==> src/rtl/mig_pkg.sv <==
// Shared types and sizing helpers for the majority-inverter-graph evaluator.
package mig_pkg;

    typedef enum logic [1:0] {
        ST_IDLE = 2'd0,
        ST_EVAL = 2'd1,
        ST_DONE = 2'd2
    } state_t;

    // Widest selector across the legal parameter range (16 inputs, 64 nodes -> 81 codes).
    // Narrower configurations zero-extend into this field.
    localparam int MAX_SEL_W = 7;

    typedef struct packed {
        logic                 inv;
        logic [MAX_SEL_W-1:0] sel;
    } operand_t;

    typedef struct packed {
        operand_t [2:0] op;
    } node_t;

    // Selector codes: constant 0, the primary inputs, then one per node result.
    function automatic int calc_sel_w(input int num_in, input int max_nodes);
        return $clog2(1 + num_in + max_nodes);
    endfunction

    function automatic int calc_node_w(input int num_in, input int max_nodes);
        return 3 * (calc_sel_w(num_in, max_nodes) + 1);
    endfunction

endpackage

==> src/rtl/mig_eval_alu.sv <==
// Combinational node evaluator: resolves three operands, returns their majority
// and whether any operand referenced a node that is not yet evaluated or does not exist.
module mig_node_alu
    import mig_pkg::*;
#(
    parameter int NUM_IN    = 7,
    parameter int MAX_NODES = 16,
    parameter int AW        = 4
) (
    input  node_t                node,
    input  logic [NUM_IN-1:0]    x,
    input  logic [MAX_NODES-1:0] nres,
    input  logic [AW-1:0]        k,
    output logic                 maj,
    output logic                 illegal
);

    logic [2:0] val;
    logic [2:0] ill;

    // Operand resolution; illegal references read as 0 before the inversion is applied.
    always_comb begin
        val = '0;
        ill = '0;
        for (int o = 0; o < 3; o++) begin
            if (int'(node.op[o].sel) > NUM_IN + MAX_NODES)
                ill[o] = 1'b1;
            for (int i = 0; i < NUM_IN; i++)
                if (int'(node.op[o].sel) == i + 1)
                    val[o] = x[i];
            for (int j = 0; j < MAX_NODES; j++)
                if (int'(node.op[o].sel) == NUM_IN + 1 + j) begin
                    if (j < int'(k))
                        val[o] = nres[j];
                    else
                        ill[o] = 1'b1;
                end
            val[o] = val[o] ^ node.op[o].inv;
        end
    end

    assign maj     = (val[0] & val[1]) | (val[0] & val[2]) | (val[1] & val[2]);
    assign illegal = |ill;

endmodule

==> src/rtl/mig_eval.sv <==
// Majority-inverter-graph evaluator: a programmable node list is walked one node
// per cycle against a registered input vector, producing one result bit per vector.
module mig_eval
    import mig_pkg::*;
#(
    parameter int  NUM_IN    = 7,
    parameter int  MAX_NODES = 16,
    localparam int SEL_W     = calc_sel_w(NUM_IN, MAX_NODES),
    localparam int NODE_W    = calc_node_w(NUM_IN, MAX_NODES),
    localparam int AW        = (MAX_NODES > 1) ? $clog2(MAX_NODES) : 1,
    localparam int LW        = $clog2(MAX_NODES + 1)
) (
    input  logic              clk,
    input  logic              rst_n,
    input  logic              cfg_we,
    input  logic [AW-1:0]     cfg_addr,
    input  logic [NODE_W-1:0] cfg_data,
    input  logic              cfg_len_we,
    input  logic [LW-1:0]     cfg_len,
    input  logic              cfg_out_inv,
    input  logic              in_valid,
    output logic              in_ready,
    input  logic [NUM_IN-1:0] in_x,
    output logic              out_valid,
    input  logic              out_ready,
    output logic              out_y,
    output logic              out_err
);

    state_t               state;
    logic [NODE_W-1:0]    mem [MAX_NODES];
    logic [LW-1:0]        cfg_len_q;
    logic                 out_inv_q;
    logic [LW-1:0]        run_len;   // length snapshot taken at accept
    logic                 run_inv;
    logic [AW-1:0]        idx;
    logic [NUM_IN-1:0]    xq;
    logic [MAX_NODES-1:0] nres;
    logic                 last;      // result of the most recently evaluated node
    logic                 err;
    logic [NODE_W-1:0]    rd_word;
    node_t                cur;
    logic                 maj;
    logic                 illegal;

    assign in_ready = (state == ST_IDLE);
    assign out_err  = err;
    assign rd_word  = mem[idx];

    // Program memory: single write port, not reset; writes only land while idle.
    always_ff @(posedge clk) begin
        if (cfg_we && state == ST_IDLE)
            mem[cfg_addr] <= cfg_data;
    end

    // Unpack the packed node word into the operand struct, zero-extending selectors.
    always_comb begin
        cur = '0;
        for (int o = 0; o < 3; o++) begin
            cur.op[o].inv              = rd_word[o*(SEL_W+1) + SEL_W];
            cur.op[o].sel[SEL_W-1:0]   = rd_word[o*(SEL_W+1) +: SEL_W];
        end
    end

    mig_node_alu #(
        .NUM_IN    (NUM_IN),
        .MAX_NODES (MAX_NODES),
        .AW        (AW)
    ) u_alu (
        .node    (cur),
        .x       (xq),
        .nres    (nres),
        .k       (idx),
        .maj     (maj),
        .illegal (illegal)
    );

    // Control FSM. DONE spends one cycle registering the result before raising
    // out_valid, then holds it until the consumer takes it.
    always_ff @(posedge clk or negedge rst_n) begin
        if (!rst_n) begin
            state     <= ST_IDLE;
            cfg_len_q <= '0;
            out_inv_q <= 1'b0;
            run_len   <= '0;
            run_inv   <= 1'b0;
            idx       <= '0;
            xq        <= '0;
            nres      <= '0;
            last      <= 1'b0;
            err       <= 1'b0;
            out_valid <= 1'b0;
            out_y     <= 1'b0;
        end else begin
            case (state)
                ST_IDLE: begin
                    if (cfg_len_we) begin
                        cfg_len_q <= cfg_len;
                        out_inv_q <= cfg_out_inv;
                    end
                    // A same-cycle length load only affects later vectors.
                    if (in_valid) begin
                        xq      <= in_x;
                        idx     <= '0;
                        nres    <= '0;
                        last    <= 1'b0;
                        err     <= 1'b0;
                        run_len <= cfg_len_q;
                        run_inv <= out_inv_q;
                        state   <= (cfg_len_q == '0) ? ST_DONE : ST_EVAL;
                    end
                end
                ST_EVAL: begin
                    nres[idx] <= maj;
                    last      <= maj;
                    if (illegal)
                        err <= 1'b1;
                    if (LW'(idx) + LW'(1) == run_len)
                        state <= ST_DONE;
                    else
                        idx <= idx + 1'b1;
                end
                ST_DONE: begin
                    if (!out_valid) begin
                        out_valid <= 1'b1;
                        out_y     <= last ^ run_inv;
                    end else if (out_ready) begin
                        out_valid <= 1'b0;
                        state     <= ST_IDLE;
                    end
                end
                default: state <= ST_IDLE;
            endcase
        end
    end

endmodule

==> config.mk <==
export PLATFORM = sky130hd
export DESIGN_NAME = mig_eval
export DESIGN_NICKNAME = d
export VERILOG_FILES = /design/src/rtl/mig_pkg.sv /design/src/rtl/mig_eval_alu.sv /design/src/rtl/mig_eval.sv
export SDC_FILE = /design/constraint.sdc
export NUM_CORES = 1
export LEC_CHECK = 0
export ABC_AREA = 1
export BUFFER_PORTS_ARGS = -buffer_cell sky130_fd_sc_hd__buf_2
export CORE_UTILIZATION = 40
export CTS_CLUSTER_DIAMETER = 120
export DETAILED_ROUTE_END_ITERATION = 7
export HOLD_SLACK_MARGIN = 0.08
export SLEW_MARGIN = 20
export SYNTH_ARGS = -nofsm -noshare
export SYNTH_HDL_FRONTEND = slang
export SYNTH_SLANG_ARGS = --single-unit
export TNS_END_PERCENT = 100
==> constraint.sdc <==
create_clock -name clk -period 10.35 [get_ports clk]
set_input_delay 0.5175 -clock clk [delete_from_list [all_inputs] [get_ports clk]]
set_output_delay 0.5175 -clock clk [all_outputs]
set_load 0.02 [all_outputs]
==> flow_metrics.env <==
export IMPL_status="finished clean"
export IMPL_cpPeakStageDelay_ns=0.70
export IMPL_syn_cell_area_mm2=0.01585
export IMPL_multi_input_area_mm2=0.004964
export IMPL_tns_ns=0
export IMPL_power_leakage_nw=7.194
export IMPL_syn_area_per_cell_um2=9.317
export IMPL_placed_cell_area_mm2=0.01659
export IMPL_slew_violations=0
export IMPL_clkPwrFrac_pct=28.4
export IMPL_dp_hpwl_um=29030
export IMPL_post_route_period_util_pct=52.51
export IMPL_clk_latency_ns=0.56
export IMPL_first_iter_violations=1095
export IMPL_wl_per_cell_um=19.69
export IMPL_ys_flop_type="edfxtp_1"
export IMPL_rows=72
export IMPL_fin_util_pct=45.55
export IMPL_start_util_pct=40.82
export IMPL_ff2ff_path_depth=29
export IMPL_yosys_warnings=0
export IMPL_die_h_um=201.0
export IMPL_finalHoldViolCount=0
export IMPL_seq_area_frac_synth_pct=61.52
export IMPL_whs_ns=0.1819
export IMPL_p_seq_share_pct=38.5
export IMPL_slowest_stage="dfrtp_4"
export IMPL_regArea_mm2=0.009754
export IMPL_vias=11820
export IMPL_drcViolationCount=0
export IMPL_swShare_pct=38.37
export IMPL_r2r_start="idx[0]"
export IMPL_grt_pass1_vias=11140
export IMPL_cts_tree="built"
export IMPL_grt_pass1_wl_um=68260
export IMPL_syn_to_final_growth_pct=11.60
export IMPL_synth_area_leader_cell="edfxtp_1"
export IMPL_clock_sinks=332
export IMPL_max_freq_ghz=0.1840
export IMPL_arrival_ns=5.91
export IMPL_port_buffer_count=44
export IMPL_internal_power_w=0.002583
export IMPL_critPathKind="flip-flop to flip-flop"
export IMPL_fin_nets=1791
export IMPL_dieWidth_um=201.0
export IMPL_cp_common_cell="nand2_1"
export IMPL_yosys_area_top_type_share_pct=54.57
export IMPL_core_mm2=0.03883
export IMPL_die_area_mm2=0.04042
export IMPL_postCtsResizedCells=0
export IMPL_cts_setup_buffers=0
export IMPL_r2r_end="nres[6]"
export IMPL_critPathLaunch="idx[0]"
export IMPL_design_portCount=45
export IMPL_peakVddDrop_mv=0.1183
export IMPL_synth_fp_nets=1746
export IMPL_r2r_slack_ns=4.92
export IMPL_stdcell_area_mm2=0.01769
export IMPL_cts_made_buffers=36
export IMPL_dr_pass1_iters=5
export IMPL_worst_pin_slew_ns=0.8345
export IMPL_path_buf_inv=5
export IMPL_antenna_found_initial=3
export IMPL_switchingPower_w=0.001609
export IMPL_grt_start_max_net_pins=59
export IMPL_h_tree_depth=2
export IMPL_synth_seq_cells=332
export IMPL_slew_headroom_pct=44.24
export IMPL_clockBufferDepth=3
export IMPL_synth_edf_count=288
export IMPL_grt_ovfl_total=0
export IMPL_hold_class="input pin to flip-flop"
export IMPL_rsz0062_at_grt="false"
export IMPL_start_kind="flip-flop"
export IMPL_synth_cell_type_count=46
export IMPL_wl_um=45140
export IMPL_critical_path_cell_count=29
export IMPL_period_needed_ns=5.435
export IMPL_netlist_top_cells_area="edfxtp_1 55%, nand2_1 12%, dfrtp_1 6.9%, nor2_1 4.8%, inv_1 4.6%"
export IMPL_fill_cells=3704
export IMPL_viasPerCell=5.159
export IMPL_worstPathMaxFanout=54
export IMPL_required_ns=10.83
export IMPL_postSynthCellCount=1701
export IMPL_drive_gt1_share_pct=9.481
export IMPL_cp_end_kind="flip-flop"
export IMPL_routabilityCongestion=0.9634
export IMPL_fin_skew_ns=0.02012
export IMPL_clk_pin_slew_ns=0.05
export IMPL_setup_viol=0
export IMPL_powerDensity_mw_per_mm2=237.0
export IMPL_ant_nets=0
export IMPL_synth_most_common_cell="nand2_1"
export IMPL_crit_family="simple AND/OR/NAND/NOR gates"
export IMPL_synthArstFlopShare_pct=13.25
export IMPL_combPwrFrac_pct=33.2
export IMPL_grt_util_all_layers_pct=22.50
export IMPL_cts_root_buf="clkbuf_16"
export IMPL_crit_end="nres[6]"
export IMPL_synth_common_cells="511 x nand2_1, 288 x edfxtp_1, 202 x nor2_1"
export IMPL_cap_violations=0
==> tightest hold or removal path, stage by stage <==
cell	delay, ns
buf_2	0.07
nand2_1	0.04
nand2_1	0.05
==> logic make-up (layout without fill, tap and decap cells) <==
family / after synthesis / after routing / share of synthesized area, %
compound gates: 188 / 188 / 7.106
xor+xnor: 6 / 6 / 0.3316
fa+ha+maj: 4 / 4 / 0.3158
buf+inv: 276 / 347 / 7.414
flops: 332 / 332 / 61.52
other cells: 0 / 2 / 0
simple gates: 895 / 895 / 23.31
==> sequential cells by signal, summed over array words and instances, names as in the netlist <==
name and count:
cfg_len_q 5, run_inv 1, out_inv_q 1, run_len 5, out_err 1, nres 15, out_y 1, out_valid 1
mem 288, state 2, idx 4, xq 7, last 1
==> power by group through the flow <==
stage                     clock [W]  combinational [W]  sequential, W
after global routing        0.00126            0.00154        0.00162
final                       0.00119            0.00139        0.00161
after floorplan                   0            0.00103        0.00160
after detailed placement          0            0.00137        0.00164
after CTS                   0.00121            0.00137        0.00161
after global placement            0            0.00137        0.00164
==> timing repair <==
action / 4_1_cts / 5_1_grt
endpoints found under the setup margin: 0 / 0
hold buffers: 0 / 1
endpoints found under the hold margin: 0 / 44
==> layout by cell type (no fill, tap or decap), types with 5 or more instances in the layout <==
cell type and n:
nor2_2 25, dfrtp_1 42, clkinv_1 8, a21oi_1 26, o21ai_0 66, nor2_4 6
nand3_1 126, o21ai_1 31, inv_1 196, nand4_1 19, buf_4 29, edfxtp_1 288
o211ai_1 5, nand2_1 511, clkbuf_16 37, nor3_1 9, a32o_1 12, inv_2 11
nor2_1 186, buf_2 43, o21a_1 6, o22ai_1 19, clkbuf_1 14
==> per-stage QoR <==
stage / instances / total power, W / worst slack (ns)
2_1_floorplan: 1701 / 0.002625 / 6.864
3_3_place_gp: 2225 / 0.003010 / 5.175
3_5_place_dp: 2225 / 0.003008 / 5.108
4_1_cts: 2289 / 0.004201 / 5.090
5_1_grt: 2292 / 0.004424 / 4.536
6_report: 2292 / 0.004192 / 4.915
==> final cells by class <==
class | instances | area share, %
timing repair buffer | 73 | 2.504
clock buffer | 52 | 5.610
multi-input combinational | 1093 | 28.07
tap | 518 | 3.665
antenna | 2 | 0.02830
sequential | 332 | 55.15
inverter | 210 | 4.471
clock inverter | 12 | 0.5023
==> how the worst min path moves through the flow <==
stage | start | end | slack (ns) | depth (start not counted)
CTS | in_x[0] | xq[0] | 0.16 | 3
floorplan | rst_n | cfg_len_q[0] | 0.22 | 0
detailed placement | nres[10] | nres[10] | 0.50 | 2
global placement | out_y | out_y | 0.48 | 2
global route | in_x[0] | xq[0] | 0.18 | 3
finish | in_x[0] | xq[0] | 0.18 | 3
==> routing by layer <==
| layer | track usage, % | vias to the layer above | part of all wire, % |
|---|---|---|---|
| met3 | 3.166 | 80 | 6.1 |
| met5 | 0 | - | 0.024 |
| met2 | 35.52 | 392 | 46 |
| met4 | 8.833 | 2 | 3.0 |
| met1 | 31.35 | 5635 | 45 |
| li1 | - | 5715 | - |
(Power assumes the default switching activity.)
